[config.mk]
export PLATFORM = sky130hd
export DESIGN_NAME = uart_rx_flat
export DESIGN_NICKNAME = d
export VERILOG_FILES = /design/src/rtl/uart_pkg.sv /design/src/rtl/uart_rx_if.sv /design/src/rtl/sync_2ff.sv /design/src/rtl/uart_rx.sv /design/src/flat_wrapper.sv
export SDC_FILE = /design/constraint.sdc
export NUM_CORES = 1
export LEC_CHECK = 0
export ABC_AREA = 1
export CORE_MARGIN = 5
export CORE_UTILIZATION = 40
export DETAILED_ROUTE_END_ITERATION = 10
export DONT_BUFFER_PORTS = 1
export HOLD_SLACK_MARGIN = 0.12
export PLACE_DENSITY = 0.6
export SLEW_MARGIN = 20
export SYNTH_ARGS = -nofsm -noshare
export SYNTH_HDL_FRONTEND = slang
export SYNTH_SLANG_ARGS = --single-unit
export TNS_END_PERCENT = 10
[constraint.sdc]
create_clock -name clk_core -period 2.8 [get_ports clk_core]
set_input_delay 0.84 -clock clk_core [delete_from_list [all_inputs] [get_ports clk_core]]
set_output_delay 0.84 -clock clk_core [all_outputs]
set_load 0.01 [all_outputs]
[src/rtl/uart_pkg.sv]
// Shared definitions for the 8N1 UART receive path: frame geometry, receiver
// states and the default bit period for the 48 MHz core clock.
package uart_pkg;

  localparam int DATA_BITS            = 8;
  localparam int DEFAULT_CLKS_PER_BIT = 417;

  typedef enum logic [2:0] {
    IDLE,
    START,
    DATA,
    STOP,
    BREAK
  } uart_state_t;

endpackage

[src/rtl/uart_rx_if.sv]
// Core-side bundle of the UART receiver: byte holding register handshake plus
// framing/overrun status. The receiver is the master, the consumer the slave.
interface uart_rx_if;
  import uart_pkg::*;

  logic [DATA_BITS-1:0] rx_data;
  logic                 rx_valid;
  logic                 rx_ready;
  logic                 frame_err;
  logic                 overrun;
  logic                 clr_overrun;
  logic                 busy;

  modport master (
    output rx_data,
    output rx_valid,
    output frame_err,
    output overrun,
    output busy,
    input  rx_ready,
    input  clr_overrun
  );

  modport slave (
    input  rx_data,
    input  rx_valid,
    input  frame_err,
    input  overrun,
    input  busy,
    output rx_ready,
    output clr_overrun
  );

endinterface

[src/rtl/sync_2ff.sv]
// Two-flop synchronizer for asynchronous pin inputs. The reset value is a
// parameter so idle-high pins do not look active while reset is held.
module sync_2ff #(
  parameter logic RESET_VAL = 1'b0
) (
  input  logic clk_core,
  input  logic core_reset_n,
  input  logic d,
  output logic q
);

  logic meta;

  always_ff @(posedge clk_core or negedge core_reset_n) begin
    if (!core_reset_n) begin
      meta <= RESET_VAL;
      q    <= RESET_VAL;
    end else begin
      meta <= d;
      q    <= meta;
    end
  end

endmodule

[src/rtl/uart_rx.sv]
// 8N1 UART receiver: samples the synchronized RX line at bit midpoints and
// delivers bytes through a single-entry valid/ready holding register.
module uart_rx
  import uart_pkg::*;
#(
  parameter int CLKS_PER_BIT = DEFAULT_CLKS_PER_BIT
) (
  input  logic      clk_core,
  input  logic      core_reset_n,
  input  logic      rx,
  uart_rx_if.master bus
);

  localparam int CNT_W = $clog2(CLKS_PER_BIT);
  localparam int IDX_W = $clog2(DATA_BITS);

  localparam logic [CNT_W-1:0] BIT_LAST  = CNT_W'(CLKS_PER_BIT - 1);
  localparam logic [CNT_W-1:0] HALF_LAST = CNT_W'(CLKS_PER_BIT / 2 - 1);
  localparam logic [IDX_W-1:0] IDX_LAST  = IDX_W'(DATA_BITS - 1);

  logic                 rx_s;
  uart_state_t          state;
  uart_state_t          state_nxt;
  logic [CNT_W-1:0]     cnt;
  logic [CNT_W-1:0]     cnt_nxt;
  logic [IDX_W-1:0]     bit_idx;
  logic [IDX_W-1:0]     bit_idx_nxt;
  logic [DATA_BITS-1:0] shift_reg;
  logic [DATA_BITS-1:0] shift_nxt;
  logic                 deliver;
  logic                 stop_bad;

  logic [DATA_BITS-1:0] data_q;
  logic                 valid_q;
  logic                 overrun_q;
  logic                 frame_err_q;

  // Preset to 1 so the idle-high line is not mistaken for a start bit after reset.
  sync_2ff #(
    .RESET_VAL (1'b1)
  ) u_rx_sync (
    .clk_core     (clk_core),
    .core_reset_n (core_reset_n),
    .d            (rx),
    .q            (rx_s)
  );

  always_ff @(posedge clk_core or negedge core_reset_n) begin
    if (!core_reset_n) begin
      state     <= IDLE;
      cnt       <= '0;
      bit_idx   <= '0;
      shift_reg <= '0;
    end else begin
      state     <= state_nxt;
      cnt       <= cnt_nxt;
      bit_idx   <= bit_idx_nxt;
      shift_reg <= shift_nxt;
    end
  end

  always_comb begin
    state_nxt   = state;
    cnt_nxt     = cnt;
    bit_idx_nxt = bit_idx;
    shift_nxt   = shift_reg;
    deliver     = 1'b0;
    stop_bad    = 1'b0;

    unique case (state)
      IDLE: begin
        cnt_nxt = '0;
        if (!rx_s) begin
          state_nxt = START;
        end
      end

      // Half a bit period in, a line that is high again was only a glitch.
      START: begin
        if (cnt == HALF_LAST) begin
          cnt_nxt     = '0;
          bit_idx_nxt = '0;
          state_nxt   = rx_s ? IDLE : DATA;
        end else begin
          cnt_nxt = cnt + CNT_W'(1);
        end
      end

      DATA: begin
        if (cnt == BIT_LAST) begin
          cnt_nxt   = '0;
          shift_nxt = {rx_s, shift_reg[DATA_BITS-1:1]};
          if (bit_idx == IDX_LAST) begin
            state_nxt = STOP;
          end else begin
            bit_idx_nxt = bit_idx + IDX_W'(1);
          end
        end else begin
          cnt_nxt = cnt + CNT_W'(1);
        end
      end

      // Returning to IDLE right at the stop sample keeps an early next start edge.
      STOP: begin
        if (cnt == BIT_LAST) begin
          cnt_nxt = '0;
          if (rx_s) begin
            deliver   = 1'b1;
            state_nxt = IDLE;
          end else begin
            stop_bad  = 1'b1;
            state_nxt = BREAK;
          end
        end else begin
          cnt_nxt = cnt + CNT_W'(1);
        end
      end

      BREAK: begin
        cnt_nxt = '0;
        if (rx_s) begin
          state_nxt = IDLE;
        end
      end

      default: begin
        cnt_nxt   = '0;
        state_nxt = IDLE;
      end
    endcase
  end

  // A consumer taking the old byte on the delivery edge frees the slot in time.
  always_ff @(posedge clk_core or negedge core_reset_n) begin
    if (!core_reset_n) begin
      data_q      <= '0;
      valid_q     <= 1'b0;
      overrun_q   <= 1'b0;
      frame_err_q <= 1'b0;
    end else begin
      frame_err_q <= stop_bad;

      if (deliver) begin
        if (!valid_q || bus.rx_ready) begin
          data_q  <= shift_reg;
          valid_q <= 1'b1;
        end
      end else if (valid_q && bus.rx_ready) begin
        valid_q <= 1'b0;
      end

      if (deliver && valid_q && !bus.rx_ready) begin
        overrun_q <= 1'b1;
      end else if (bus.clr_overrun) begin
        overrun_q <= 1'b0;
      end
    end
  end

  assign bus.rx_data   = data_q;
  assign bus.rx_valid  = valid_q;
  assign bus.overrun   = overrun_q;
  assign bus.frame_err = frame_err_q;
  assign bus.busy      = (state != IDLE);

endmodule

[src/flat_wrapper.sv]
// flat-port wrapper written by rule: the top's interface ports become plain ports
module uart_rx_flat import uart_pkg::*;
#(
  parameter int CLKS_PER_BIT = DEFAULT_CLKS_PER_BIT
)
  (clk_core, core_reset_n, rx, bus_rx_data, bus_rx_valid, bus_frame_err, bus_overrun, bus_busy, bus_rx_ready, bus_clr_overrun);
  uart_rx_if bus_i ();
  input  logic clk_core;
  input  logic core_reset_n;
  input  logic rx;
  output wire logic [$bits(bus_i.rx_data)-1:0] bus_rx_data;
  output wire logic [$bits(bus_i.rx_valid)-1:0] bus_rx_valid;
  output wire logic [$bits(bus_i.frame_err)-1:0] bus_frame_err;
  output wire logic [$bits(bus_i.overrun)-1:0] bus_overrun;
  output wire logic [$bits(bus_i.busy)-1:0] bus_busy;
  input wire logic [$bits(bus_i.rx_ready)-1:0] bus_rx_ready;
  input wire logic [$bits(bus_i.clr_overrun)-1:0] bus_clr_overrun;
  assign bus_rx_data = bus_i.rx_data;
  assign bus_rx_valid = bus_i.rx_valid;
  assign bus_frame_err = bus_i.frame_err;
  assign bus_overrun = bus_i.overrun;
  assign bus_busy = bus_i.busy;
  assign bus_i.rx_ready = bus_rx_ready;
  assign bus_i.clr_overrun = bus_clr_overrun;
  uart_rx #(.CLKS_PER_BIT(CLKS_PER_BIT)) u_core (.clk_core(clk_core), .core_reset_n(core_reset_n), .rx(rx), .bus(bus_i));
endmodule
Word-level counts from Yosys, hierarchy flattened
Index checks and enable logic that the tools add are counted.
{ "classes": {"addsub": 2, "n_eq_ne": 15, "mux": 27, "n_reduce_logical": 17} }
{ "op_table": {"columns": ["op", "n"], "rows": [
  ["$mux W3", 10],
  ["$mux W9", 2],
  ["$pmux W9 S2", 1],
  ["$pmux W3 S5", 1],
  ["$mux W1", 11],
  ["$add A9 B1 Y9 const B", 1],
  ["$eq A9 B8 Y1 const B", 1],
  ["$eq A9 B9 Y1 const B", 1],
  ["$ne A2 B1 Y1 const B", 4],
  ["$ne A2 B2 Y1 const B", 4],
  ["$eq A3 B2 Y1 const B", 2],
  ["$eq A3 B3 Y1 const B", 2],
  ["$pmux W3 S2", 1],
  ["$reduce_and A2 Y1", 3],
  ["$reduce_and A6 Y1", 1],
  ["$reduce_bool A2 Y1", 3],
  ["$reduce_and A4 Y1", 1],
  ["$add A3 B1 Y3 const B", 1],
  ["$eq A3 B1 Y1 const B", 1],
  ["$logic_and A1 B1 Y1", 3],
  ["$logic_not A3 Y1", 1],
  ["$reduce_bool A3 Y1", 1],
  ["$logic_not A1 Y1", 2],
  ["$mux W2", 1],
  ["other kinds (2)", 2]
]} }
{ "word_totals": {"reg_bits": 36, "in_bits": 5, "wordCells": 71} }

Longest topological paths before layout
Gate-level depths: netlist of the first run.
{ "depth": {"word_depth": 6, "depth_mapped": 10, "depth_no_buf": 10} }

Modules after synthesis
From an unflattened synthesis of the first run, not the netlist that was laid out.
{ "unflattened": {"hier_cells": 198, "hier_area_um2": 1674.1} }
{ "by_module_without_submodules": {"columns": ["module", "n_inst", "cells_each", "area_each_um2"], "rows": [
  ["uart_rx", 1, 196, 1621.6],
  ["sync_2ff", 1, 2, 52.6]
]} }

Least setup slack after synthesis of the first run
Ideal clock, no wire load.
{ "synth_path": {"kind": "input to register", "start": "input bus_rx_ready", "end": "register u_core.data_q[4] (netlist: u_core.bus.rx_data[4])", "setup_ps": 74, "arrival_ps": 1488, "required_ps": 2726, "setup_slack_ps": 1238, "cell_stages": 6, "n_path_buf": 1, "path_cell_list": "nor2_1 > inv_1 > nand4_2 > buf_6 > nand2_1 > o21ai_2"} }
{ "synth_via": {"elab_chain_len": 2} }
{ "synth_rtl": {"columns": ["item", "line", "source"], "rows": [
  ["from (decl)", "flat_wrapper.sv:16", "input wire logic [$bits(bus_i.rx_ready)-1:0] bus_rx_ready;"],
  ["$logic_or A1 B1 Y1", "uart_rx.sv:144", "if (!valid_q || bus.rx_ready) begin"],
  ["$reduce_and A2 Y1 (no source line)", null, null],
  ["to (signal assigned)", "uart_rx.sv:145", "data_q <= shift_reg;"],
  ["to (decl)", "uart_rx.sv:33", "logic [DATA_BITS-1:0] data_q;"]
]} }
Every way passes these cells.
A chain may end at the register's enable or synchronous reset.

Final worst setup path of the first run
{ "layout_path": {"start": "register u_core.state[2]", "end": "output bus_busy"} }
{ "layout_via": {"elab_chain_len": 1} }
{ "layout_rtl": {"columns": ["item", "line", "source"], "rows": [
  ["from (decl)", "uart_rx.sv:22", "uart_state_t state;"],
  ["from (signal assigned)", "uart_rx.sv:55", "state <= state_nxt;"],
  ["$reduce_bool A3 Y1", "uart_rx.sv:164", "assign bus.busy = (state != IDLE);"],
  ["to (decl)", "flat_wrapper.sv:15", "output wire logic [$bits(bus_i.busy)-1:0] bus_busy;"]
]} }
Every way passes these cells.

==> impl_metrics.env, run 1 <==
export IMPL_cts_htree_levels=2
export IMPL_finalSetupTns_ps=0
export IMPL_synth_compound_area_share_pct=6.296
export IMPL_insertion_delay_ps=280
export IMPL_ios=17
export IMPL_vias=1191
export IMPL_via_per_inst=4.671
export IMPL_cts_tree="done"
export IMPL_cts_made_buffers=5
export IMPL_grt_pass1_wl_um=5264
export IMPL_cts_buffer_depth=2
export IMPL_reg2reg_setup_slack_ps=1170
export IMPL_finalCritPeriodShare_pct=68.83
export IMPL_grt_overflow_total=0
export IMPL_critPathRequiredTime_ps=1960
export IMPL_syn_instance_count=200
export IMPL_syn_area_per_cell_um2=8.546
export IMPL_yosysWarnings=0
export IMPL_final_hold_viol_count=0
export IMPL_synth_cell_types=25
export IMPL_grt_max_degree=37
export IMPL_worstHoldPathType="primary input to async pin"
export IMPL_cts_root_buf="clkbuf_8"
export IMPL_start_util_pct=42.12
export IMPL_power_leakage_nw=0.9021
export IMPL_final_cells=255
export IMPL_synth_cell_area_um2=1709
export IMPL_clock_sinks=36
export IMPL_synthesis_nets=209
export IMPL_synthToLayoutAreaGrowth_pct=6.881
export IMPL_critical_path_max_fanout=7
export IMPL_layout_drive_gt1_share_pct=11.71
export IMPL_slowest_delay_ps=540
export IMPL_slew_headroom_pct=77.94
export IMPL_crit_chain="inv_1 -> nand2_1"
export IMPL_fin_ws_ps=872.9
export IMPL_crit_buf_inv=1
export IMPL_hold_buffers=0
export IMPL_final_setup_viol_count=0
export IMPL_synth_adder_area_share_pct=2.928
export IMPL_status="finished clean"
export IMPL_cp_startpoint="u_core.state[2]$_DFFE_PN0P_"
export IMPL_fp_dieArea_um2=5680
export IMPL_largest_reg_flops=9
export IMPL_rsz0062_at_grt="false"
export IMPL_placed_area_um2=1745
export IMPL_dp_hpwl_um=2249
export IMPL_rr_startpoint="u_core.cnt[0]$_DFF_PN0_"
export IMPL_synth_xor_area_share_pct=1.537
export IMPL_num_antenna_cells=0
export IMPL_place_ws_ps=1070
export IMPL_fillers=404
export IMPL_antenna_found_initial=0
export IMPL_crit_arrival_ps=1090
export IMPL_synth_mux_area_share_pct=0
export IMPL_finalWeightedCongestion=0.8165
export IMPL_final_setup_skew_ps=3.220
export IMPL_die_h_um=75.37
export IMPL_max_slew_worst_pin_slew_ps=329.8
export IMPL_synth_top_family_by_area="simple AND/OR/NAND/NOR gates"
export IMPL_post_cts_buffers=0
export IMPL_drtPass1Iterations=4
export IMPL_synth_seq_area_share_pct=52.86
export IMPL_core_area_um2=4058
export IMPL_clk_pin_slew_ps=70
export IMPL_critical_path_top_delay_family="flip-flops"
export IMPL_endpoint_kind="output port"
export IMPL_drt_initial_drc_count=84
export IMPL_ys_ff_latch=36
export IMPL_avgRoutedWirePerCell_um=12.14
export IMPL_grt_usage_pct=12.73
export IMPL_final_area_um2=1827
export IMPL_ant_nets=0
export IMPL_cp_start_kind="flip-flop"
export IMPL_synthSimpleGateAreaFrac_pct=28.04
export IMPL_slew_violations=0
export IMPL_cellPowerDensity_nw_per_um2=476.0
export IMPL_fin_nets=213
export IMPL_wl_um=3095
export IMPL_num_rows=23
export IMPL_power_total_uw=869.6
export IMPL_die_x_um=75.37
export IMPL_period_needed_ps=1927
export IMPL_crit_type="flip-flop to output port"
export IMPL_crit_slowest_cell="dfrtp_1"
export IMPL_cts_resized_gates=0
export IMPL_port_buffers=0
export IMPL_fmax_mhz=518.9
export IMPL_post_place_cells=247
export IMPL_grt_pass1_vias=1165
export IMPL_ir_drop_v=0.0002818
export IMPL_drc=0
export IMPL_cap_violations=0
## placed cells by master, fill, tap and decap left out, drive strengths merged
master / n
nor2: 22
dfstp: 2
nor3: 7
ha: 4
o21a: 1
a21oi: 3
nand2: 62
o22ai: 1
clkbuf: 7
xor2: 2
o21bai: 1
nand4: 1
clkinv: 1
nand3: 13
dfrtp: 34
xnor2: 1
o21ai: 12
inv: 31
## layout make-up
type / instances / area [um2] / area share, %
sequential: 36 / 903.4 / 49.45
tap: 50 / 62.56 / 3.425
inverter: 31 / 116.4 / 6.370
multi-input combinational: 130 / 663.1 / 36.30
clock inverter: 1 / 5.005 / 0.2740
clock buffer: 7 / 76.32 / 4.178
## cells in the mapped netlist
cell	instances	area, um2
o21bai_1	1	7.510
nand3_1	12	60.06
nor2_1	22	82.58
o21ai_2	3	26.28
nand4_2	1	12.51
nor3_4	3	48.80
ha_1	4	50.05
inv_1	27	101.4
o21a_1	1	7.510
nor3_1	3	15.01
o22ai_1	1	6.260
o21ai_0	5	25.02
a21oi_1	3	15.01
dfstp_2	2	52.55
nor3_2	1	10.01
buf_6	2	22.52
nand2_1	59	221.5
nand2_2	3	18.77
xnor2_1	1	8.760
clkbuf_1	1	3.750
dfrtp_1	34	850.8
nand3_2	1	10.01
xor2_1	2	17.52
inv_2	4	15.01
o21ai_1	4	20.02
## where the power goes
part / internal [mW] / leakage (nW) / switching, mW / total, mW
sequential: 0.523 / 0.481 / 0.00238 / 0.525
clock: 0.174 / 0.0422 / 0.168 / 0.343
combinational: 0.000568 / 0.379 / 0.000965 / 0.00153
total: 0.698 / 0.902 / 0.172 / 0.870
## routing by layer
layer  routed length, um  share of wire [%]  global-route usage, %
met1                1489                 48                  16.39
met2                1423                 46                  18.98
met3                 159                5.1                  6.069
met4                  23               0.74                  4.078
met5                   0                  0                      0
## cells by family after synthesis
| kind of cell | Yosys count |
|---|---|
| xor gates and xnor gates | 3 |
| AOI/OAI and AO/OA | 18 |
| DFF | 36 |
| adders and majority gates | 4 |
| and+or+nand+nor | 105 |
| buffers and inverters | 34 |
## per-stage QoR
stage | hold slack (ps) | utilization [%]
3_3_place_gp | 354.6 | 43.02
5_1_grt | 224.6 | 45.02
3_5_place_dp | 353.7 | 43.02
6_report | 250.3 | 45.02
2_1_floorplan | 345.2 | -
4_1_cts | 238.0 | 45.02
## path summary, 6_finish.rpt
| kind | to | cells after the start |
|---|---|---|
| min | u_core.bus.rx_data[4]$_DFFE_PN0P_ | 0 |
| max | bus_busy | 2 |
| min reg2reg | u_core.u_rx_sync.q$_DFF_PN1_ | 0 |
| max in group asynchronous | u_core.u_rx_sync.q$_DFF_PN1_ | 0 |
| max reg2reg | u_core.bus.rx_data[2]$_DFFE_PN0P_ | 9 |
| min in group clk_core | u_core.u_rx_sync.q$_DFF_PN1_ | 0 |
No activity file was read; power rests on OpenSTA's default activity.
==> run 2: changes to the inputs <==
Clock period 2.8 ns to 1.8 ns, I/O delays scaled along.
==> impl_metrics.env, run 2 (same netlist as run 1, synthesis figures left out) <==
export IMPL_grt_max_degree=37
export IMPL_via_per_inst=4.642
export IMPL_final_hold_viol_count=0
export IMPL_die_x_um=75.37
export IMPL_antenna_found_initial=0
export IMPL_fillers=392
export IMPL_drt_initial_drc_count=53
export IMPL_port_buffers=0
export IMPL_largest_reg_flops=9
export IMPL_grt_overflow_total=0
export IMPL_cts_tree="done"
export IMPL_period_needed_ps=1644
export IMPL_power_leakage_nw=0.9286
export IMPL_layout_commonest_cell="nand2_1"
export IMPL_clk_pin_slew_ps=70
export IMPL_avgRoutedWirePerCell_um=11.84
export IMPL_cellPowerDensity_nw_per_um2=815.9
export IMPL_num_antenna_cells=0
export IMPL_cp_start_kind="flip-flop"
export IMPL_dp_hpwl_um=2182
export IMPL_die_h_um=75.37
export IMPL_worstHoldPathType="primary input to flip-flop"
export IMPL_multi_input_area_um2=663.1
export IMPL_cts_htree_levels=2
export IMPL_post_cts_buffers=0
export IMPL_final_area_um2=1883
export IMPL_drtPass1Iterations=4
export IMPL_max_slew_worst_pin_slew_ps=323.2
export IMPL_status="finished clean"
export IMPL_grt_usage_pct=12.74
export IMPL_finalWeightedCongestion=0.7909
export IMPL_slew_violations=0
export IMPL_wl_um=3044
export IMPL_crit_arrival_ps=1100
export IMPL_finalSetupTns_ps=0
export IMPL_final_cell_mix="nand2_1 (59), dfrtp_1 (34), inv_1 (27)"
export IMPL_fin_nets=215
export IMPL_ios=17
export IMPL_clock_sinks=36
export IMPL_cts_made_buffers=5
export IMPL_critical_path_max_fanout=7
export IMPL_cts_root_buf="clkbuf_8"
export IMPL_finalCritPeriodShare_pct=91.33
export IMPL_fmax_mhz=608.3
export IMPL_slew_headroom_pct=78.37
export IMPL_start_util_pct=42.12
export IMPL_ir_drop_v=0.0003639
export IMPL_cts_buffer_depth=2
export IMPL_endpoint_kind="output port"
export IMPL_fp_dieArea_um2=5680
export IMPL_final_setup_viol_count=0
export IMPL_critPathRequiredTime_ps=1260
export IMPL_layout_drive_gt1_share_pct=12.56
export IMPL_num_rows=23
export IMPL_rsz0062_at_grt="false"
export IMPL_vias=1193
export IMPL_regArea_um2=903.4
export IMPL_core_area_um2=4058
export IMPL_placed_area_um2=1745
export IMPL_crit_type="flip-flop to output port"
export IMPL_grt_pass1_wl_um=5368
export IMPL_grt_pass1_vias=1183
export IMPL_power_total_mw=1.536
export IMPL_ant_nets=0
export IMPL_cap_violations=0
export IMPL_synthToLayoutAreaGrowth_pct=10.18
export IMPL_drc=0
export IMPL_insertion_delay_ps=290
export IMPL_final_setup_skew_ps=6.141
-- run 2: cell types whose count changed in the layout (fill, tap and decap cells not counted) --
cell and delta:
bufinv_16 +1, o21ai_0 -1, o21ai_1 +1, dlygate4sd3_1 +1, buf_12 +1, clkbuf_1 -1
-- run 2: final timing paths --
kind / start / to / slack [ps] / cells after the start
max: u_core.state[2]$_DFFE_PN0P_ / bus_busy / 160 / 2
min: rx / u_core.u_rx_sync.meta$_DFF_PN1_ / 240 / 0
max reg2reg: u_core.cnt[0]$_DFF_PN0_ / u_core.bus.rx_data[2]$_DFFE_PN0P_ / 190 / 9
min reg2reg: u_core.u_rx_sync.meta$_DFF_PN1_ / u_core.u_rx_sync.q$_DFF_PN1_ / 360 / 0
max in group asynchronous: core_reset_n / u_core.u_rx_sync.q$_DFF_PN1_ / 860 / 2
min in group asynchronous: core_reset_n / u_core.cnt[7]$_DFF_PN0_ / 690 / 2
-- run 2: power by group --
part	internal, mW	total [mW]	switching (mW)
sequential	0.813	0.816	0.00321
combinational	0.00683	0.0241	0.0173
clock	0.411	0.696	0.285
total	1.23	1.54	0.306
-- run 2: what timing repair did --
action,4_1_cts,5_1_grt
setup endpoints to repair,0,1
hold buffers,2,0
endpoints found under the hold margin,36,0
gates resized for setup,0,1
-- run 2: cell type report --
| class | count | share of cell area (%) |
|---|---|---|
| clock inverter | 2 | 1.860 |
| inverter | 31 | 6.179 |
| tap | 50 | 3.322 |
| sequential | 36 | 47.97 |
| clock buffer | 6 | 3.854 |
| multi-input combinational | 130 | 35.22 |
| timing repair buffer | 2 | 1.595 |
-- run 2: per-stage QoR --
stage,hold slack [ps],std cells,util [%],worst slack [ps]
floorplan,244.4,200,-,386.2
global placement,245.6,247,43.02,209.8
detailed placement,245.6,247,43.02,159.6
CTS,232.9,257,46.41,132.2
global route,232.0,257,46.41,12.69
finish,243.8,257,46.41,156.0
-- run 2: per-layer routing --
| metal | part of all wire (%) | track usage [%] | up-vias |
|---|---|---|---|
| met5 | 0 | 0 | - |
| met4 | 2.6 | 6.990 | 0 |
| met3 | 5.1 | 3.694 | 8 |
| met2 | 44 | 18.89 | 16 |
| met1 | 48 | 16.75 | 538 |
| li1 | - | - | 631 |
-- run 2: worst max-delay path, cell delays in order, from the launching register on --
cell     delay, ps
dfrtp_1        530
inv_1          140
nand2_1        140
